==> src/rtl/vram_fill_pkg.sv <==
// Shared video package: framebuffer geometry, fill register map, fill FSM encoding
// and the constant-coefficient row-start helper.
package vram_fill_pkg;

    localparam int unsigned H_RES_DEF   = 640;
    localparam int unsigned V_RES_DEF   = 480;
    localparam logic [7:0]  IO_BASE_DEF = 8'h20;

    localparam int unsigned IOAD_W = 8;
    localparam int unsigned IOWD_W = 16;
    localparam int unsigned ADDR_W = 24;
    localparam int unsigned PIX_W  = 8;
    localparam int unsigned X_W    = 10;
    localparam int unsigned Y_W    = 9;
    localparam int unsigned REG_N  = 6;

    localparam logic [2:0] REG_X0    = 3'd0;
    localparam logic [2:0] REG_Y0    = 3'd1;
    localparam logic [2:0] REG_W     = 3'd2;
    localparam logic [2:0] REG_H     = 3'd3;
    localparam logic [2:0] REG_COLOR = 3'd4;
    localparam logic [2:0] REG_GO    = 3'd5;

    typedef enum logic [1:0] {
        ST_IDLE  = 2'd0,
        ST_ISSUE = 2'd1,
        ST_STEP  = 2'd2
    } fill_state_e;

    typedef struct packed {
        logic [X_W-1:0]   x0;
        logic [Y_W-1:0]   y0;
        logic [X_W-1:0]   w;
        logic [Y_W-1:0]   h;
        logic [PIX_W-1:0] color;
    } fill_regs_t;

    // y*hres + x as a shift-add over the set bits of the constant line pitch
    function automatic logic [ADDR_W-1:0] row_start(input logic [X_W-1:0] x,
                                                    input logic [Y_W-1:0] y,
                                                    input int unsigned    hres);
        logic [ADDR_W-1:0] acc;
        acc = ADDR_W'(x);
        for (int i = 0; i < 32; i++) begin
            if (hres[i]) begin
                acc = acc + (ADDR_W'(y) << i);
            end
        end
        return acc;
    endfunction

endpackage

==> src/rtl/vram_fill_if.sv <==
// CPU register port plus the pixel write handshake towards the VRAM writer.
interface vram_fill_if;
    import vram_fill_pkg::*;

    logic [IOAD_W-1:0] ioad;
    logic [IOWD_W-1:0] iowdt;
    logic              iow;
    logic [ADDR_W-1:0] wr_addr;
    logic [PIX_W-1:0]  wr_data;
    logic              wr_req;
    logic              wr_ack;
    logic              busy;

    modport master (
        input  ioad, iowdt, iow, wr_ack,
        output wr_addr, wr_data, wr_req, busy
    );

    modport slave (
        output ioad, iowdt, iow, wr_ack,
        input  wr_addr, wr_data, wr_req, busy
    );

endinterface

==> src/rtl/vram_fill.sv <==
// Rectangle fill engine: CPU-programmed clipped rectangle, written pixel by pixel
// in row-major order through a req/ack handshake.
module vram_fill
    import vram_fill_pkg::*;
#(
    parameter int unsigned       H_RES   = H_RES_DEF,
    parameter int unsigned       V_RES   = V_RES_DEF,
    parameter logic [IOAD_W-1:0] IO_BASE = IO_BASE_DEF
) (
    input  logic        clk50,
    input  logic        reset,
    vram_fill_if.master bus
);

    localparam int unsigned       CW       = 16;
    localparam logic [CW-1:0]     H_RES_C  = CW'(H_RES);
    localparam logic [CW-1:0]     V_RES_C  = CW'(V_RES);
    localparam logic [ADDR_W-1:0] ROW_STEP = ADDR_W'(H_RES);

    fill_regs_t        regs_q;
    fill_state_e       state_q, state_d;
    logic [X_W-1:0]    eff_w_q, col_q;
    logic [Y_W-1:0]    eff_h_q, row_q;
    logic [ADDR_W-1:0] row_base_q;
    logic [ADDR_W-1:0] wr_addr_q;
    logic [PIX_W-1:0]  wr_data_q;
    logic              wr_req_q;
    logic              busy_q;
    logic              last_q;

    logic [IOAD_W-1:0] off_c;
    logic              reg_hit_c;
    logic              go_c;
    logic              start_c;
    logic              ack_c;
    logic              row_end_c;
    logic              last_px_c;
    logic [CW-1:0]     room_x_c, room_y_c;
    logic [X_W-1:0]    eff_w_c;
    logic [Y_W-1:0]    eff_h_c;
    logic [ADDR_W-1:0] start_addr_c;
    logic              unused_c;

    assign bus.wr_addr = wr_addr_q;
    assign bus.wr_data = wr_data_q;
    assign bus.wr_req  = wr_req_q;
    assign bus.busy    = busy_q;

    // Wrapping subtract: addresses below IO_BASE land far above REG_N
    assign off_c     = bus.ioad - IO_BASE;
    assign reg_hit_c = bus.iow && (off_c < IOAD_W'(REG_N));
    assign go_c      = reg_hit_c && (off_c[2:0] == REG_GO);
    assign unused_c  = ^bus.iowdt[IOWD_W-1:X_W];

    // Register block; a running fill works from its own latched copies
    always_ff @(posedge clk50 or posedge reset) begin
        if (reset) begin
            regs_q <= '0;
        end else if (reg_hit_c) begin
            case (off_c[2:0])
                REG_X0:    regs_q.x0    <= bus.iowdt[X_W-1:0];
                REG_Y0:    regs_q.y0    <= bus.iowdt[Y_W-1:0];
                REG_W:     regs_q.w     <= bus.iowdt[X_W-1:0];
                REG_H:     regs_q.h     <= bus.iowdt[Y_W-1:0];
                REG_COLOR: regs_q.color <= bus.iowdt[PIX_W-1:0];
                default:   ;
            endcase
        end
    end

    // Clip the requested rectangle against the framebuffer edges
    always_comb begin
        room_x_c = H_RES_C - CW'(regs_q.x0);
        room_y_c = V_RES_C - CW'(regs_q.y0);
        eff_w_c  = '0;
        eff_h_c  = '0;
        if (CW'(regs_q.x0) < H_RES_C) begin
            eff_w_c = (CW'(regs_q.w) < room_x_c) ? regs_q.w : X_W'(room_x_c);
        end
        if (CW'(regs_q.y0) < V_RES_C) begin
            eff_h_c = (CW'(regs_q.h) < room_y_c) ? regs_q.h : Y_W'(room_y_c);
        end
    end

    assign start_addr_c = row_start(regs_q.x0, regs_q.y0, H_RES);
    assign start_c      = go_c && !busy_q && (eff_w_c != '0) && (eff_h_c != '0);
    assign ack_c        = (state_q == ST_ISSUE) && bus.wr_ack;
    assign row_end_c    = (col_q == eff_w_q - X_W'(1));
    assign last_px_c    = row_end_c && (row_q == eff_h_q - Y_W'(1));

    always_ff @(posedge clk50 or posedge reset) begin
        if (reset) begin
            state_q <= ST_IDLE;
        end else begin
            state_q <= state_d;
        end
    end

    // STEP after the final pixel already has busy low, so a GO there starts at once
    always_comb begin
        state_d = state_q;
        unique case (state_q)
            ST_IDLE: begin
                if (start_c) begin
                    state_d = ST_ISSUE;
                end
            end
            ST_ISSUE: begin
                if (bus.wr_ack) begin
                    state_d = ST_STEP;
                end
            end
            ST_STEP: begin
                if (!last_q || start_c) begin
                    state_d = ST_ISSUE;
                end else begin
                    state_d = ST_IDLE;
                end
            end
            default: state_d = ST_IDLE;
        endcase
    end

    // Walker: row base steps by the line pitch, column by one, no multiply per pixel
    always_ff @(posedge clk50 or posedge reset) begin
        if (reset) begin
            eff_w_q    <= '0;
            eff_h_q    <= '0;
            col_q      <= '0;
            row_q      <= '0;
            row_base_q <= '0;
            wr_addr_q  <= '0;
            wr_data_q  <= '0;
            wr_req_q   <= 1'b0;
            busy_q     <= 1'b0;
            last_q     <= 1'b0;
        end else if (start_c) begin
            eff_w_q    <= eff_w_c;
            eff_h_q    <= eff_h_c;
            col_q      <= '0;
            row_q      <= '0;
            row_base_q <= start_addr_c;
            wr_addr_q  <= start_addr_c;
            wr_data_q  <= regs_q.color;
            wr_req_q   <= 1'b1;
            busy_q     <= 1'b1;
            last_q     <= 1'b0;
        end else if (ack_c) begin
            wr_req_q <= 1'b0;
            if (last_px_c) begin
                busy_q <= 1'b0;
                last_q <= 1'b1;
            end else if (row_end_c) begin
                col_q      <= '0;
                row_q      <= row_q + Y_W'(1);
                row_base_q <= row_base_q + ROW_STEP;
                wr_addr_q  <= row_base_q + ROW_STEP;
            end else begin
                col_q     <= col_q + X_W'(1);
                wr_addr_q <= wr_addr_q + ADDR_W'(1);
            end
        end else if ((state_q == ST_STEP) && !last_q) begin
            wr_req_q <= 1'b1;
        end
    end

endmodule
==> src/flat_wrapper.sv <==
// flat-port wrapper written by rule: the top's interface ports become plain ports
module vram_fill_flat import vram_fill_pkg::*;
#(
    parameter int unsigned       H_RES   = H_RES_DEF,
    parameter int unsigned       V_RES   = V_RES_DEF,
    parameter logic [IOAD_W-1:0] IO_BASE = IO_BASE_DEF
)
  (clk50, reset, bus_ioad, bus_iowdt, bus_iow, bus_wr_ack, bus_wr_addr, bus_wr_data, bus_wr_req, bus_busy);
  vram_fill_if bus_i ();
  input  logic clk50;
  input  logic reset;
  input wire logic [$bits(bus_i.ioad)-1:0] bus_ioad;
  input wire logic [$bits(bus_i.iowdt)-1:0] bus_iowdt;
  input wire logic [$bits(bus_i.iow)-1:0] bus_iow;
  input wire logic [$bits(bus_i.wr_ack)-1:0] bus_wr_ack;
  output wire logic [$bits(bus_i.wr_addr)-1:0] bus_wr_addr;
  output wire logic [$bits(bus_i.wr_data)-1:0] bus_wr_data;
  output wire logic [$bits(bus_i.wr_req)-1:0] bus_wr_req;
  output wire logic [$bits(bus_i.busy)-1:0] bus_busy;
  assign bus_i.ioad = bus_ioad;
  assign bus_i.iowdt = bus_iowdt;
  assign bus_i.iow = bus_iow;
  assign bus_i.wr_ack = bus_wr_ack;
  assign bus_wr_addr = bus_i.wr_addr;
  assign bus_wr_data = bus_i.wr_data;
  assign bus_wr_req = bus_i.wr_req;
  assign bus_busy = bus_i.busy;
  vram_fill #(.H_RES(H_RES), .V_RES(V_RES), .IO_BASE(IO_BASE)) u_core (.clk50(clk50), .reset(reset), .bus(bus_i));
endmodule
==> config.mk <==
export PLATFORM = sky130hd
export DESIGN_NAME = vram_fill_flat
export DESIGN_NICKNAME = d
export VERILOG_FILES = /design/src/rtl/vram_fill_pkg.sv /design/src/rtl/vram_fill_if.sv /design/src/rtl/vram_fill.sv /design/src/flat_wrapper.sv
export SDC_FILE = /design/constraint.sdc
export NUM_CORES = 1
export LEC_CHECK = 0
export ABC_AREA = 1
export CORE_MARGIN = 2
export CORE_UTILIZATION = 65
export CTS_CLUSTER_SIZE = 10
export DETAILED_ROUTE_END_ITERATION = 16
export DONT_BUFFER_PORTS = 1
export PLACE_DENSITY = 0.84
export SLEW_MARGIN = 25
export SYNTH_ARGS = -nofsm -noshare
export SYNTH_HDL_FRONTEND = slang
export SYNTH_SLANG_ARGS = --single-unit
==> constraint.sdc <==
create_clock -name clk50 -period 9.2 [get_ports clk50]
set_clock_uncertainty 0.15 [all_clocks]
set_input_delay 1.38 -clock clk50 [delete_from_list [all_inputs] [get_ports clk50]]
set_output_delay 1.38 -clock clk50 [all_outputs]
set_load 0.01 [all_outputs]
After elaboration in Yosys (flattened, before gate mapping)
Cells that the tools add are included.
- bits in registers: 145
- word-level logic and storage cells: 105
- add/sub/neg operators: 11
- order comparisons: 5
- equality and inequality tests: 12
- mux-type cells: 33
- reduce and logical (&&, ||, !) cells: 28
- operators with widths (cell ; count):
    24-bit 2-to-1 mux ; 8
    10-bit 2-to-1 mux ; 6
    9-bit 2-to-1 mux ; 6
    24-bit by 1-bit adder with 24-bit output, second input constant ; 1
    24-bit by 10-bit adder with 24-bit output, second input constant ; 1
    24-bit by 18-bit adder with 24-bit output ; 1
    10-bit by 16-bit adder with 17-bit output ; 1
    10-bit by 16-bit less-than comparator with 1-bit output ; 1
    9-bit by 16-bit less-than comparator with 1-bit output ; 1
    2-bit AND reduction ; 8
    10-bit by 10-bit subtractor with 11-bit output, first input constant ; 1
    10-bit by 1-bit adder with 10-bit output, second input constant ; 1
    10-bit == test ; 1
    10-bit less-than comparator, second input constant ; 1
    1-bit 2-to-1 mux ; 10
    10-bit nonzero test ; 1
    10-bit by 1-bit subtractor with 10-bit output, second input constant ; 1
    9-bit by 9-bit subtractor with 10-bit output, first input constant ; 1
    9-bit by 1-bit adder with 9-bit output, second input constant ; 1
    9-bit == test ; 1
    9-bit less-than comparator, second input constant ; 1
    9-bit nonzero test ; 1
    9-bit by 1-bit subtractor with 9-bit output, second input constant ; 1
    1-bit logical AND ; 8
    18 further kinds ; 25

Depth between registers and ports, before layout
Gate-level depths: netlist of the first run.
- depth in word-level cells: 10
- gate-level depth with buffers: 25

Least setup slack after synthesis of the first run
Ideal clock, no wire load.
- kind: input port to flip-flop
- start: input port bus_ioad[5]
- end: register u_core.row_q[7]
- arrival: 3371 ps
- data required time: 8929 ps
- setup slack: 5558 ps
- cell stages on the path: 12
- cell sequence: inv_1 ha_1 xnor2_1 inv_1 a2111oi_0 nand2_1 nor4_2 nand3_4 buf_6 buf_4 o211ai_1 inv_1
- cells in the longest elaborated chain, start to end: 9
- ends and longest elaborated chain (item ; line ; source):
    start, declared ; flat_wrapper.sv:12 ; input wire logic [$bits(bus_i.ioad)-1:0] bus_ioad;
    8-bit by 6-bit subtractor with 8-bit output (*) ; vram_fill.sv:50 ; assign off_c = bus.ioad - IO_BASE;
    8-bit by 3-bit less-than comparator with 1-bit output (*) ; vram_fill.sv:51 ; assign reg_hit_c = bus.iow && (off_c < IOAD_W'(REG_N));
    1-bit logical AND (*) ; vram_fill.sv:51 ;
    1-bit logical AND (*) ; vram_fill.sv:52 ; assign go_c = reg_hit_c && (off_c[2:0] == REG_GO);
    1-bit logical AND (*) (3 in a row) ; vram_fill.sv:86 ; assign start_c = go_c && !busy_q && (eff_w_c != '0) && (eff_h_c != '0);
    2-bit by 1-bit != test with 1-bit output (no line) or 2-bit nonzero test (tied branches) ; -- ;
    3-bit AND reduction (no line) ; -- ;
    end signal, assigned ; vram_fill.sv:155 ; row_q <= row_q + Y_W'(1);
    end, declared ; vram_fill.sv:23 ; logic [Y_W-1:0] eff_h_q, row_q;
Mark *: on every way between the ends. The rest lies on a longest branch, timed or not.
A chain may end at the register's enable or synchronous reset.

Worst setup path in the final report of the first run
- start: register u_core.regs_q[28] in the netlist's numbering
- end: register u_core.wr_addr_q[20] (netlist: u_core.bus.wr_addr[20])
- cells in the longest elaborated chain, start to end: 8
- ends and longest elaborated chain (item ; line ; source):
    start, declared ; vram_fill.sv:20 ; fill_regs_t regs_q;
    9-bit by 9-bit subtractor with 10-bit output ; vram_fill.sv:74 ; room_y_c = V_RES_C - CW'(regs_q.y0);
    9-bit by 16-bit less-than comparator with 1-bit output ; vram_fill.sv:81 ; eff_h_c = (CW'(regs_q.h) < room_y_c) ? regs_q.h : Y_W'(room_y_c);
    9-bit 2-to-1 mux ; vram_fill.sv:81 ;
    9-bit 2-to-1 mux ; vram_fill.sv:80 ; if (CW'(regs_q.y0) < V_RES_C) begin
    9-bit nonzero test ; vram_fill.sv:86 ;
    1-bit logical AND ; vram_fill.sv:86 ;
    2-bit by 1-bit != test with 1-bit output (no line) or 2-bit nonzero test (tied branches) ; -- ;
    2-bit AND reduction (no line) ; -- ;
    end signal, assigned ; vram_fill.sv:143 ; wr_addr_q <= start_addr_c;
    end signal, assigned ; vram_fill.sv:157 ; wr_addr_q <= row_base_q + ROW_STEP;
    end signal, assigned ; vram_fill.sv:160 ; wr_addr_q <= wr_addr_q + ADDR_W'(1);
    end, declared ; vram_fill.sv:25 ; logic [ADDR_W-1:0] wr_addr_q;
Several ways; a longest one is shown, not always the timed one.

==> results summary, run 1 <==
The run finished with clean final reports. The critical register-to-register path startpoint is u_core.regs_q[28]. The leakage power came out at 5.381 nW. The launching element of the worst setup path is u_core.regs_q[28]. The relative slew slack is 45.92%. The number of placed instances, taps included came out at 1,480. The first-pass iteration count of the detailed router is 8. The site row count is between 40 and 50.

The final layout net count is about 1,400. The upper clock frequency limit came out at 171.9 MHz. The fraction of post-synthesis cell area in the top cell type by area is 37.55%. Sorting the synthesized cells by area gives the leading types as sky130_fd_sc_hd__dfrtp_1 (38%), sky130_fd_sc_hd__nand2_1 (16%), sky130_fd_sc_hd__inv_1 (6.8%). The maximum clock insertion buffer count came out at 2.

The initial DRC count is 612. The post-synthesis instance total came out at ~1,300. STA classifies the critical path startpoint as a flop. The starting density of the core is between 60 and 70%. The number of failing hold endpoints at the final stage came to 0. The count of buffers added on input and output ports is 0.

Clock-pin slew was measured on the worst setup and hold paths at 0.07 ns. In this run the clock root is driven by a sky130_fd_sc_hd__clkbuf_16. Setup slack on the critical path of the routed design comes to 3.383 ns.

The final cell count without fillers came out at ~1,500. In the synthesized netlist the dominant register cell turns out to be sky130_fd_sc_hd__dfrtp_1. The post-route total power came out at about 1.6 mW.

The first global-routing pass estimated ~38,000 µm of wire. In the final routed layout, each cell accounts on average for between 10 and 15 µm. The average size of a mapped cell came out at around 7.3 µm². The proportion of register bits with asynchronous set or reset after synthesis is 100.0%. The number of placed I/O pins is 62.

The worst register-to-register path ends at u_core.bus.wr_addr[20]. The transition time at the pin with the least slew margin came out at between 0.8 and 0.9 ns. TritonCTS built the clock tree. The post-layout minimum cycle time is roughly 5.8 ns. The number of setup buffers added after CTS came out at 0. In this run the worst hold path is classified as reg -> reg.

The termination of the worst setup path is u_core.bus.wr_addr[20]. The worst-case setup slack after placement is approximately 3.6 ns. The CTS buffer count came out at 17. Using the TritonRoute via totals, the vias-per-cell ratio works out to approximately 5.6. The path depth of the worst reg2reg path is 24.

The number of antenna diodes is 0. The share of the clock period used by the worst path after layout is between 60% and 70%. The number of global-route vias before repair came to 8,056. The final count of negative-setup-slack endpoints came out at 0. Counting flops and latches in the post-synthesis netlist gives roughly 150. The placer congestion estimate came out at 0.9240. After synthesis, flip-flops and latches occupy around 38% of the total area.

Entering global routing, the biggest net connects 92 pins. The later pin in the worst-skew pair is clocked with a latency of between 0.4 and 0.5 ns. The max-slew violation count is 0.

The required arrival time at the worst endpoint is around 9.4 ns. Global routing finished with a remaining overflow of 0. For the worst setup path, the data arrival time is roughly 6.0 ns. The biggest area contributor in the post-synthesis netlist is sky130_fd_sc_hd__dfrtp_1. The worst-case IR drop observed on VDD is about 0.00019 V. The core area is 14,530 µm². In this run the worst path has a maximum fanout of 63. The clock sink total came out at ~150. The count of distinct cell types in the synthesized netlist is 41. The estimated wirelength of the detail-placed design came out at 15,800 µm.

The horizontal die dimension came out at 125.9 µm. The final antenna-violating net count came out at 0. After routing, the total negative slack on setup checks comes to 0 ns. The power per standard cell area is roughly 150 nW/µm². The cell area that synthesis handed to floorplanning was around 9700 µm². The final route contains around 8,500 vias. The initial antenna violation count is 0. The H-tree level count is 4.

Counting flops with a built-in enable in the synthesized netlist gives 0. The worst setup slack for register-to-register paths is around 3.4 ns. Measured along the y axis, the die boundary spans ~130 µm. The max-capacitance violation count came out at 0.

STA classifies the critical path endpoint as a flop. The utilization after layout is just over 70%. The commonest non-fill, non-tap cell in the layout is sky130_fd_sc_hd__nand2_1. The area growth from synthesis to final layout is 6.784%.

The DRC violation count after routing came out at 0. The number of warnings issued by yosys came out at 0. The count of instances resized after the clock tree is built is 0. The post-synth net total came out at 1,399. For this block, the routed nets add up to between 20,000 and 25,000 µm of wire. Setup repair after global routing left no endpoint under its margin. The total routing usage reported by global routing came out at 29.68%. The floorplan step defined a die boundary enclosing roughly 16,000 µm². The number of filler instances in the final layout is ~1,200. The hold-fix buffer count after cts came out at 0. The library cells used most frequently in the layout, excluding fill and tap cells, are sky130_fd_sc_hd__nand2_1 (408), sky130_fd_sc_hd__inv_1 (173), sky130_fd_sc_hd__dfrtp_1 (145), sky130_fd_sc_hd__o21ai_0 (106), sky130_fd_sc_hd__nand3_1 (79). The critical path class is reg -> reg. The share of post-route cells with drive strength above 1 is 4.895%.
[logic make-up (layout without fill, tap and decap cells)]
| logic type | after synthesis | in the layout | share of synthesized area [%] |
|---|---|---|---|
| DFF | 145 | 145 | 37.55 |
| xor gates and xnor gates | 93 | 93 | 8.428 |
| buffers and inverters | 221 | 217 | 9.166 |
| and+or+nand+nor | 676 | 676 | 31.01 |
| AOI/OAI and AO/OA | 158 | 158 | 8.649 |
| adders and majority gates | 39 | 39 | 5.205 |
[per-layer routing]
layer,GRT usage [%],vias to the layer above,share of wire [%],routed length (µm)
met5,0,-,0,0
met2,48.32,264,48,10770
met1,39.33,3981,44,9844
li1,-,4230,-,-
met4,10.60,0,2.8,626
met3,6.585,54,5.9,1328
[how the worst min path moves through the flow]
stage	slack [ns]	cells after the start	to	startpoint
after CTS	0.33	2	u_core.bus.wr_data[0]	u_core.regs_q[0]
after global routing	0.35	2	u_core.bus.wr_data[0]	u_core.regs_q[0]
final	0.33	2	u_core.bus.wr_data[0]	u_core.regs_q[0]
after detailed placement	0.31	2	u_core.bus.wr_data[1]	u_core.regs_q[1]
after floorplan	0.29	2	u_core.bus.wr_data[0]	u_core.regs_q[0]
after global placement	0.31	2	u_core.bus.wr_data[1]	u_core.regs_q[1]
[power by group]
group          total, mW  switching, mW  leakage [nW]  internal, mW
sequential         0.694         0.0346          1.89         0.659
clock              0.697          0.312         0.284         0.385
combinational      0.206          0.140          3.21        0.0658
total               1.60          0.487          5.38          1.11
[sequential cells by signal, indices dropped and copies added, names as in the netlist]
register            flops
u_core.regs_q          46
u_core.row_base_q      24
u_core.col_q           10
u_core.eff_h_q          9
u_core.eff_w_q         10
u_core.last_q           1
u_core.row_q            9
u_core.bus.wr_req       1
u_core.bus.wr_addr     24
u_core.state_q          2
u_core.bus.busy         1
u_core.bus.wr_data      8
[synthesized netlist by cell type (3+ instances only)]
cell type / instances
sky130_fd_sc_hd__xnor2_1: 19
sky130_fd_sc_hd__nand3b_1: 22
sky130_fd_sc_hd__nor4_1: 3
sky130_fd_sc_hd__nand3_4: 3
sky130_fd_sc_hd__nor3_2: 5
sky130_fd_sc_hd__nor2_1: 71
sky130_fd_sc_hd__dfrtp_1: 145
sky130_fd_sc_hd__nand2_1: 408
sky130_fd_sc_hd__nor3b_1: 3
sky130_fd_sc_hd__ha_1: 37
sky130_fd_sc_hd__or2_2: 4
sky130_fd_sc_hd__nand2_2: 5
sky130_fd_sc_hd__clkbuf_1: 21
sky130_fd_sc_hd__nand4_1: 41
sky130_fd_sc_hd__nor3_1: 23
sky130_fd_sc_hd__a21oi_1: 16
sky130_fd_sc_hd__buf_4: 7
sky130_fd_sc_hd__o211ai_1: 11
sky130_fd_sc_hd__o21ai_1: 18
sky130_fd_sc_hd__inv_1: 174
sky130_fd_sc_hd__o21bai_1: 3
sky130_fd_sc_hd__o21ai_0: 106
sky130_fd_sc_hd__nand3_1: 79
sky130_fd_sc_hd__xor2_1: 74
sky130_fd_sc_hd__buf_2: 10
sky130_fd_sc_hd__nor2_2: 4
[through the flow]
stage	instance area [µm²]	hold slack, ns
after global routing	10320	0.3498
after global placement	9734	0.3085
after CTS	10320	0.3285
after detailed placement	9734	0.3114
final	10320	0.3296
after floorplan	9664	0.2922
[critical path, cell delays in order, from the launching register on]
cell	delay, ns
sky130_fd_sc_hd__dfrtp_1	0.48
sky130_fd_sc_hd__inv_1	0.15
sky130_fd_sc_hd__ha_1	0.19
sky130_fd_sc_hd__inv_1	0.04
sky130_fd_sc_hd__nor3_1	0.27
sky130_fd_sc_hd__nand2_1	0.10
sky130_fd_sc_hd__nand2_1	0.12
sky130_fd_sc_hd__xnor2_1	0.16
sky130_fd_sc_hd__ha_1	0.27
sky130_fd_sc_hd__nand2_1	0.08
sky130_fd_sc_hd__nor2_1	0.05
sky130_fd_sc_hd__nor3_1	0.14
sky130_fd_sc_hd__nand2_1	0.12
sky130_fd_sc_hd__nand2_2	0.17
sky130_fd_sc_hd__nand3_1	0.11
sky130_fd_sc_hd__nand3_1	0.14
sky130_fd_sc_hd__nand2_1	0.07
sky130_fd_sc_hd__nor2_1	0.13
sky130_fd_sc_hd__nand3_2	0.45
sky130_fd_sc_hd__nand3_4	0.69
sky130_fd_sc_hd__buf_4	0.61
sky130_fd_sc_hd__nand2_2	0.32
sky130_fd_sc_hd__inv_2	0.45
sky130_fd_sc_hd__nand2_1	0.10
sky130_fd_sc_hd__o21ai_0	0.11
[cell type report]
type | instances | area [µm²] | share of cell area (%)
Clock buffer | 17 | 425.4 | 4.122
Clock inverter | 15 | 160.2 | 1.552
Inverter | 178 | 673.1 | 6.523
Multi-Input combinational cell | 966 | 5150 | 49.90
Sequential cell | 145 | 3628 | 35.16
Tap cell | 184 | 230.2 | 2.231
Timing Repair Buffer | 7 | 52.55 | 0.5092
Power figures use the tool's default switching activity.
==> run 2: changes to the inputs <==
==> constraint.sdc (replaced) <==
create_clock -name clk50 -period 5.9 [get_ports clk50]
set_clock_uncertainty 0.15 [all_clocks]
set_input_delay 0.885 -clock clk50 [delete_from_list [all_inputs] [get_ports clk50]]
set_output_delay 0.885 -clock clk50 [all_outputs]
set_load 0.01 [all_outputs]
==> run 2 against run 1 <==
Effect of this change: sequential share of layout area increased by 0.060 points; first-iteration DRC count decreased by 17%; via count decreased by 1.3%; final cell count increased by 0.13%; count of clock-buffer cells in the layout increased by 4; die area unchanged; maximum frequency increased by 20%; routed wire length decreased by 1.4%; global-route usage decreased by 0.40 points; critical path depth decreased by 4; sequential power increased by 56%; combinational power increased by 56%; critical path type unchanged.
==> results summary, run 2 (synthesis gave the netlist of run 1 again) <==
The number of buffer and inverter stages on the critical path is 4 (unchanged). The maximum clock insertion buffer count is 2 (unchanged). In this run the worst hold path is classified as reg -> reg. The commonest non-fill, non-tap cell in the layout is sky130_fd_sc_hd__nand2_1.

The number of antenna diodes came out at 0 (unchanged). The site row count is 44 (unchanged). The number of placed I/O pins came out at 62 (unchanged). The final count of negative-setup-slack endpoints is 0 (unchanged). The initial antenna violation count came out at 0 (unchanged). The multi-input logic area is 5152 µm² (about the same).

The clock tree from TritonCTS is done. The met3 track utilization from global routing is 5.098% (-1.5 points). The DRC violation count after routing came out at 0 (unchanged). The total wirelength of the detailed-routed design came to 22,260 µm (-1.4%). The number of filler instances in the final layout came out at 1,173 (-0.34%).

The clock input transition at the sequential cells of the worst setup and hold paths came out at 0.06 ns (about the same). The critical path is of the reg -> reg type. The number of setup buffers added after CTS is 0 (unchanged). The initial DRC count is 505 (-17%). The startpoint identified for the worst register-to-register timing path is u_core.regs_q[38]. The number of global-route vias before repair is 7,906 (-1.9%).

The power per standard cell area came out at 234.8 nW/µm² (+52%). The placer congestion estimate came out at 0.9010 (-2.5%). The fraction of met1 tracks used by global routing was 39.87% (+0.54 points). The core area is 14,530 µm² (unchanged). The horizontal die dimension came to 125.9 µm (unchanged). The worst hold path terminates at u_core.bus.wr_data[0].

The H-tree level count came to 4 (unchanged). The via total after detailed routing came out at 8,417 (-1.3%). The CTS buffer count is 17 (unchanged). The maximum vdd ir drop is 0.0002316 V (+24%).

The flip-flop and latch area came out at 3628 µm² (unchanged). On the critical path the largest part of the delay comes from simple AND/OR/NAND/NOR gates. The flip-flop count of the largest register, all copies and words added is 46 (unchanged). The endpoint identified for the worst register-to-register timing path is u_core.row_base_q[4]. The first-pass iteration count of the detailed router came out at 6 (-2).

The area growth from synthesis to final layout is 6.603%. The worst setup slack for register-to-register paths is 1.05 ns (-2.34 ns). The source of the worst hold timing path is u_core.regs_q[0]. The estimated wirelength of the detail-placed design came out at 15,920 µm (+0.73%). The starting density of the core is 66.49% (unchanged).

The average wire per standard cell is 14.71 µm (-1.5%). In this run the clock root is driven by a sky130_fd_sc_hd__clkbuf_16. The max-capacitance violation count is 0 (unchanged). The mean number of vias per cell is 5.559 (-1.4%). The count of instances resized after the clock tree is built is 0 (unchanged). The critical path goes through nor3_2 > nand4_1 > o21ai_1 > inv_1 > nor2_1 > ha_1 > nand2_1 > inv_1 > nor3_1 > nand2_1 > nand2_1 > nand2_2 > nand2_1 > nand3_1 > nand2_1 > inv_1 > nand3_4 > nand3_4 > inv_1 > o21ai_0. The post-layout minimum cycle time is 4.853 ns (-0.9641 ns).

The total routing usage reported by global routing is 29.27% (-0.40 points). The final antenna-violating net count came to 0 (unchanged). The transition time at the pin with the least slew margin is 0.8849 ns (+0.08117 ns). The upper clock frequency limit came out at 206.1 MHz (+20%). The full die area is 15,860 µm² (unchanged). The met2 usage came out at 47.88% (-0.44 points).

The number of stages on the worst hold path came out at 2 (unchanged). The share of the clock period used by the worst path after layout was 82.26% (+19 points). The share of post-route cells with drive strength above 1 came to 5.038% (+0.14 points). The required arrival time at the worst endpoint is 6.03 ns (-3.36 ns). STA classifies the critical path endpoint as a flop. The final cell area excluding filler cells came out at 10,300 µm² (-0.17%). The number of failing hold endpoints at the final stage came out at 0 (unchanged).

The largest fanout of any net on the critical path came out at 39 (-38%). The hold-fix buffer count after cts came out at 0 (unchanged). The die outline height is 125.9 µm (unchanged). The leakage power came to 5.367 nW (-0.26%). The standard cell area after detailed placement is 9752 µm² (+0.18%). In the layout the commonest cells are sky130_fd_sc_hd__nand2_1 (408), sky130_fd_sc_hd__inv_1 (173), sky130_fd_sc_hd__dfrtp_1 (145), sky130_fd_sc_hd__o21ai_0 (106), sky130_fd_sc_hd__nand3_1 (79).

The aggregate negative setup slack is 0 ns (unchanged). Ranked by flip-flop count, first place goes to u_core.regs_q. The data arrival time of the critical path came to 4.98 ns (-1.03 ns).

Setup repair after global routing left no endpoint under its margin. The wire length of the first global-routing pass came out at 37,560 µm (-1.8%). The flow ran to the end, and the final reports show no timing, DRC or antenna violations. The overflow left after global routing is 0 (unchanged). The most heavily used metal layer in global routing is met2.

The source-to-sink clock delay at the later pin of the worst-skew pair came to 0.43 ns (about the same). The path depth of the worst reg2reg path was 20 (-17%). The standard cell with the maximum stage delay on the critical path is sky130_fd_sc_hd__inv_1. The number of port buffers came out at 0 (unchanged). The most common cell type on the critical path is sky130_fd_sc_hd__nand2_1.

The relative slew slack was 41.01% (-4.9 points). The maximum number of pins on one net before global-route repair was 103 (+12%). The clock sink total is 145 (unchanged). The element type at the critical path start is a flop.

The final layout net count is 1,384 (+0.14%). The delay contributed by the slowest stage of the critical path came out at 0.72 ns (+0.03 ns). The max-slew violation count is 0 (unchanged).
-- run 2: changes by cell type in the layout (fill, tap and decap cells not counted), moves of 2 or more --
cell / delta
sky130_fd_sc_hd__inv_6: -3
sky130_fd_sc_hd__inv_8: -4
sky130_fd_sc_hd__clkbuf_8: +3
sky130_fd_sc_hd__clkinv_2: +3
sky130_fd_sc_hd__buf_4: +2
sky130_fd_sc_hd__clkinvlp_4: +2
-- run 2: worst register-to-register path: stages, from the launching register on --
cell	delay (ns)
sky130_fd_sc_hd__dfrtp_1	0.43
sky130_fd_sc_hd__nor3_2	0.29
sky130_fd_sc_hd__nand4_1	0.18
sky130_fd_sc_hd__o21ai_1	0.24
sky130_fd_sc_hd__inv_1	0.06
sky130_fd_sc_hd__nor2_1	0.15
sky130_fd_sc_hd__ha_1	0.27
sky130_fd_sc_hd__nand2_1	0.08
sky130_fd_sc_hd__inv_1	0.04
sky130_fd_sc_hd__nor3_1	0.17
sky130_fd_sc_hd__nand2_1	0.07
sky130_fd_sc_hd__nand2_1	0.28
sky130_fd_sc_hd__nand2_2	0.22
sky130_fd_sc_hd__nand2_1	0.10
sky130_fd_sc_hd__nand3_1	0.13
sky130_fd_sc_hd__nand2_1	0.12
sky130_fd_sc_hd__inv_1	0.06
sky130_fd_sc_hd__nand3_4	0.27
sky130_fd_sc_hd__nand3_4	0.47
sky130_fd_sc_hd__inv_1	0.73
sky130_fd_sc_hd__o21ai_0	0.20
-- run 2: how the worst max path moves through the flow --
stage / to / depth (start not counted) / slack [ns] / startpoint
global route: u_core.row_base_q[4] / 20 / 0.59 / u_core.regs_q[38]
CTS: u_core.row_base_q[4] / 20 / 1.08 / u_core.regs_q[38]
floorplan: u_core.bus.busy / 1 / 0.97 / reset
detailed placement: u_core.row_base_q[4] / 20 / 1.13 / u_core.regs_q[38]
global placement: u_core.row_base_q[7] / 20 / 1.21 / u_core.regs_q[38]
finish: u_core.row_base_q[4] / 20 / 1.05 / u_core.regs_q[38]
-- run 2: layer usage --
metal	up-vias	wire length [µm]
met2	215	10730
met3	44	1226
li1	4228	-
met1	3930	9796
met5	-	0
met4	0	507
-- run 2: where the power goes --
part           internal [mW]  leakage [nW]  switching [mW]  total (mW)
clock                  0.572         0.262           0.443        1.01
sequential              1.03          1.89          0.0531        1.08
combinational          0.106          3.22           0.217       0.322
-- run 2: cell type report --
type | count | share of cell area, %
Multi-Input combinational cell | 966 | 50.01
Sequential cell | 145 | 35.22
Inverter | 178 | 6.534
Clock buffer | 21 | 4.566
Tap cell | 184 | 2.235
Clock inverter | 11 | 0.7773
Timing Repair Buffer | 9 | 0.6558
-- run 2: per-stage QoR --
stage / setup slack (ns) / std cells / hold WS [ns] / util (%) / total power [mW]
3_3_place_gp: 1.209 / 1482 / 0.3045 / 67.08 / 1.404
5_1_grt: 0.5914 / 1514 / 0.3457 / 70.88 / 2.521
2_1_floorplan: 0.9704 / 1332 / 0.2922 / - / 1.345
3_5_place_dp: 1.135 / 1482 / 0.3175 / 67.10 / 1.416
6_report: 1.047 / 1514 / 0.3297 / 70.88 / 2.419
4_1_cts: 1.083 / 1514 / 0.3319 / 70.88 / 2.423
==> run 3: changes to the inputs <==
--- a/config.mk
+++ b/config.mk
@@ -7,11 +7,11 @@
 export LEC_CHECK = 0
 export ABC_AREA = 1
 export CORE_MARGIN = 2
-export CORE_UTILIZATION = 65
+export CORE_UTILIZATION = 59
 export CTS_CLUSTER_SIZE = 10
 export DETAILED_ROUTE_END_ITERATION = 16
 export DONT_BUFFER_PORTS = 1
-export PLACE_DENSITY = 0.84
+export PLACE_DENSITY = 0.81
 export SLEW_MARGIN = 25
 export SYNTH_ARGS = -nofsm -noshare
 export SYNTH_HDL_FRONTEND = slang
==> constraint.sdc (replaced) <==
create_clock -name clk50 -period 4.3 [get_ports clk50]
set_clock_uncertainty 0.15 [all_clocks]
set_input_delay 0.645 -clock clk50 [delete_from_list [all_inputs] [get_ports clk50]]
set_output_delay 0.645 -clock clk50 [all_outputs]
set_load 0.01 [all_outputs]
==> run 3 against run 2 <==
Effect of this change: critical endpoint is now u_core.eff_h_q[4]; critical path type unchanged; sequential share of layout area shrank 0.88 points; cell area grew 2.6%; final cell count up 2.5%; non-clock buffer count grew 6; power rose by 47%; routed wire length is 0.35% lower.
==> results summary, run 3 (synthesis gave the netlist of run 1 again) <==
The transition time at the pin with the least slew margin is 0.7607 ns (-0.1242 ns). Among the stages of the critical path, the cell type that occurs most often is sky130_fd_sc_hd__nand2_1. The total wirelength of the detailed-routed design came out at 22,190 µm (-0.35%). The final layout net count came out at 1,390 (+0.43%). The final antenna-violating net count is 0 (unchanged).

The max-capacitance violation count came out at 0 (unchanged). The flip-flop and latch area is 3628 µm² (unchanged). The clock sink total came out at 145 (unchanged). The share of post-route cells with drive strength above 1 came to 5.689% (+0.65 points). The data arrival time of the critical path came out at 4.09 ns (-0.89 ns). The root buffer cell chosen for the clock tree is sky130_fd_sc_hd__clkbuf_16. The met2 usage came out at 42.04% (-5.8 points).

The number of port buffers came out at 0 (unchanged). The tightest min-delay check is of the in -> async type. The horizontal die dimension is 132.0 µm (+4.8%). The largest fanout of any net on the critical path is 20 (-49%).

The proportion of total power due to net switching came out at 27.07% (-2.4 points). The overflow left after global routing is 0 (unchanged). The worst register-to-register path begins at u_core.regs_q[36].

The maximum clock insertion buffer count came out at 2 (unchanged). The mean number of vias per cell is 5.444 (-2.1%). The end of the worst register-to-register path is u_core.eff_h_q[4]. The DRC violation count after routing is 0 (unchanged). The starting density of the core was 60.62% (-5.9 points). The worst setup slack for register-to-register paths came out at 0.36 ns (-0.69 ns). The max-slew violation count was 0 (unchanged).

The aggregate negative setup slack is 0 ns (unchanged). The area growth from synthesis to final layout is 9.347%. The placer congestion estimate was 0.9136 (+1.4%). STA classifies the critical path endpoint as a flop. The initial DRC count is 652 (+29%). The first-pass iteration count of the detailed router is 5 (-1).

The number of filler instances in the final layout is 1,342 (+14%). The full die area was 17,420 µm² (+9.8%). The switching power of the nets was 961.1 µW (+35%). The multi-input logic area came out at 5192 µm² (+0.78%). The library cell used most frequently in the layout, excluding fill and tap cells, is sky130_fd_sc_hd__nand2_1. The initial antenna violation count was 0 (unchanged). The clock input transition at the sequential cells of the worst setup and hold paths is 0.06 ns (about the same). The utilization after layout came to 66.28% (-4.6 points). The clock power share came out at 45.1% (+3.1 points). The upper clock frequency limit is 253.6 MHz (+23%). The global routing stage identified its most utilized layer as met2. The via total after detailed routing is 8,449 (+0.38%). The number of placed I/O pins came out at 62 (unchanged).

The die outline height is 132.0 µm (+4.8%). The maximum number of pins on one net before global-route repair is 112 (+8.7%). The source-to-sink clock delay at the later pin of the worst-skew pair is 0.43 ns (about the same).

The wire length of the first global-routing pass is 37,320 µm (-0.62%). The number of antenna diodes is 0 (unchanged). The estimated wirelength of the detail-placed design is 15,670 µm (-1.6%).

STA classifies the critical path startpoint as a flop. The sequential share of power came out at 41.9% (-2.8 points). The CTS buffer count is 17 (unchanged).

The path depth of the worst reg2reg path is 21 (+5.0%). The critical path goes through inv_1 > ha_1 > nand2_1 > nor2_1 > xor2_1 > ha_1 > a21oi_1 > nor2_1 > nor3_1 > nand2_1 > nand2_2 > nand2_2 > nand2_1 > nand3_1 > nand2_1 > nor2_2 > nand3_4 > nand3_4 > clkinvlp_4 > nand2_1 > o21ai_0. The delay contributed by the slowest stage of the critical path is 0.46 ns (-0.26 ns). The core area came to 15,940 µm² (+9.7%).

The post-layout minimum cycle time came out at 3.943 ns (-0.9104 ns). The combinational cell fraction of total power came out at 13.0% (-0.3 points). The number of global-route vias before repair is 7,663 (-3.1%).

The average wire per standard cell is 14.30 µm (-2.8%). The maximum vdd ir drop came out at 0.0003102 V (+34%). The number of failing hold endpoints at the final stage came out at 0 (unchanged).

The leakage power came out at 5.460 nW (+1.7%). The largest register by flop count is u_core.regs_q. The fraction of met1 tracks used by global routing came out at 35.61% (-4.3 points).

The worst-case setup slack after placement came out at 0.08900 ns (-1.046 ns). The met3 track utilization from global routing was 6.267% (+1.2 points). The worst setup slack after layout is 0.3574 ns (-0.6896 ns). The required arrival time at the worst endpoint came to 4.45 ns (-1.58 ns).

The H-tree level count is 4 (unchanged). The final count of negative-setup-slack endpoints came out at 0 (unchanged). The total routing usage reported by global routing came to 26.35% (-2.9 points). The flip-flop count of the largest register, all copies and words added is 46 (unchanged).

The flow ran to the end, and the final reports show no timing, DRC or antenna violations. The post-route total power came out at 3.550 mW (+47%). The worst setup path is of the reg -> reg kind. The clock tree from TritonCTS is done.

The share of the clock period used by the worst path after layout came to 91.69% (+9.4 points). In the layout the commonest cells are sky130_fd_sc_hd__nand2_1 (407), sky130_fd_sc_hd__inv_1 (172), sky130_fd_sc_hd__dfrtp_1 (145), sky130_fd_sc_hd__o21ai_0 (106), sky130_fd_sc_hd__nand3_1 (79). The relative slew slack is 49.18% (+8.2 points). The power per standard cell area came out at 336.0 nW/µm² (+43%). The site row count came out at 46 (+4.5%).

The cell-internal power came out at 2.589 mW (+52%). The slowest stage of the critical path belongs to the cell sky130_fd_sc_hd__dfrtp_1.
run 3: changes by cell type in the layout (fill, tap and decap cells not counted), sizes merged:
cell	delta
buf	+5
inv	-5
bufinv	+4
clkbuf	+4
clkinvlp	-2
run 3: critical path: cells and delay by family (launching register included):
kind                       cells  cell delay, ns
and+or+nand+nor               14            1.71
AOI/OAI and AO/OA              2            0.16
buffers and inverters          2            0.50
DFF                            1            0.46
adders and majority gates      2            0.47
xor gates and xnor gates       1            0.35
run 3: worst max path at each step:
stage	startpoint	endpoint	depth (start not counted)
5_1_grt	u_core.regs_q[28]	u_core.eff_h_q[4]	22
3_3_place_gp	u_core.regs_q[38]	u_core.row_base_q[7]	20
6_report	u_core.regs_q[36]	u_core.eff_h_q[4]	21
4_1_cts	u_core.regs_q[38]	u_core.row_base_q[7]	20
3_5_place_dp	u_core.regs_q[38]	u_core.row_base_q[7]	20
2_1_floorplan	u_core.regs_q[28]	u_core.row_base_q[10]	24
run 3: cell type report:
| cell class | count | area share [%] |
|---|---|---|
| clock inverters | 8 | 1.433 |
| inverters | 178 | 6.441 |
| multi-input cells | 966 | 49.14 |
| well taps | 216 | 2.557 |
| repair buffers | 15 | 1.539 |
| flip-flops and latches | 145 | 34.34 |
| clock buffers | 24 | 4.558 |
run 3: timing repair:
action,CTS,global route
buffers inserted,0,3
endpoints found under the hold margin,0,0
gates resized for setup,0,12
hold buffers,0,0
endpoints found under the setup margin,0,91
run 3: stage by stage:
step | cells | hold WS (ns) | cell area (µm²)
after detailed placement | 1516 | 0.3109 | 9837
final | 1552 | 0.06011 | 10570
after global placement | 1516 | 0.3011 | 9834
after global routing | 1552 | 0.1122 | 10570
after CTS | 1548 | 0.08524 | 10470
after floorplan | 1332 | 0.2922 | 9668
run 3: per-layer routing:
layer  up-vias  part of all wire [%]
met2       224                    46
met4         0                   2.2
met5         -                     0
met1      3933                    46
li1       4248                     -
met3        44                   6.0
run 3: power by group through the flow:
stage                     Combinational, mW  Clock [mW]  Sequential (mW)
after floorplan                       0.356           0             1.49
after global placement                0.435           0             1.51
after detailed placement              0.453           0             1.51
after CTS                             0.459        1.61             1.49
after global routing                  0.528        1.68             1.49
final                                 0.463        1.60             1.49
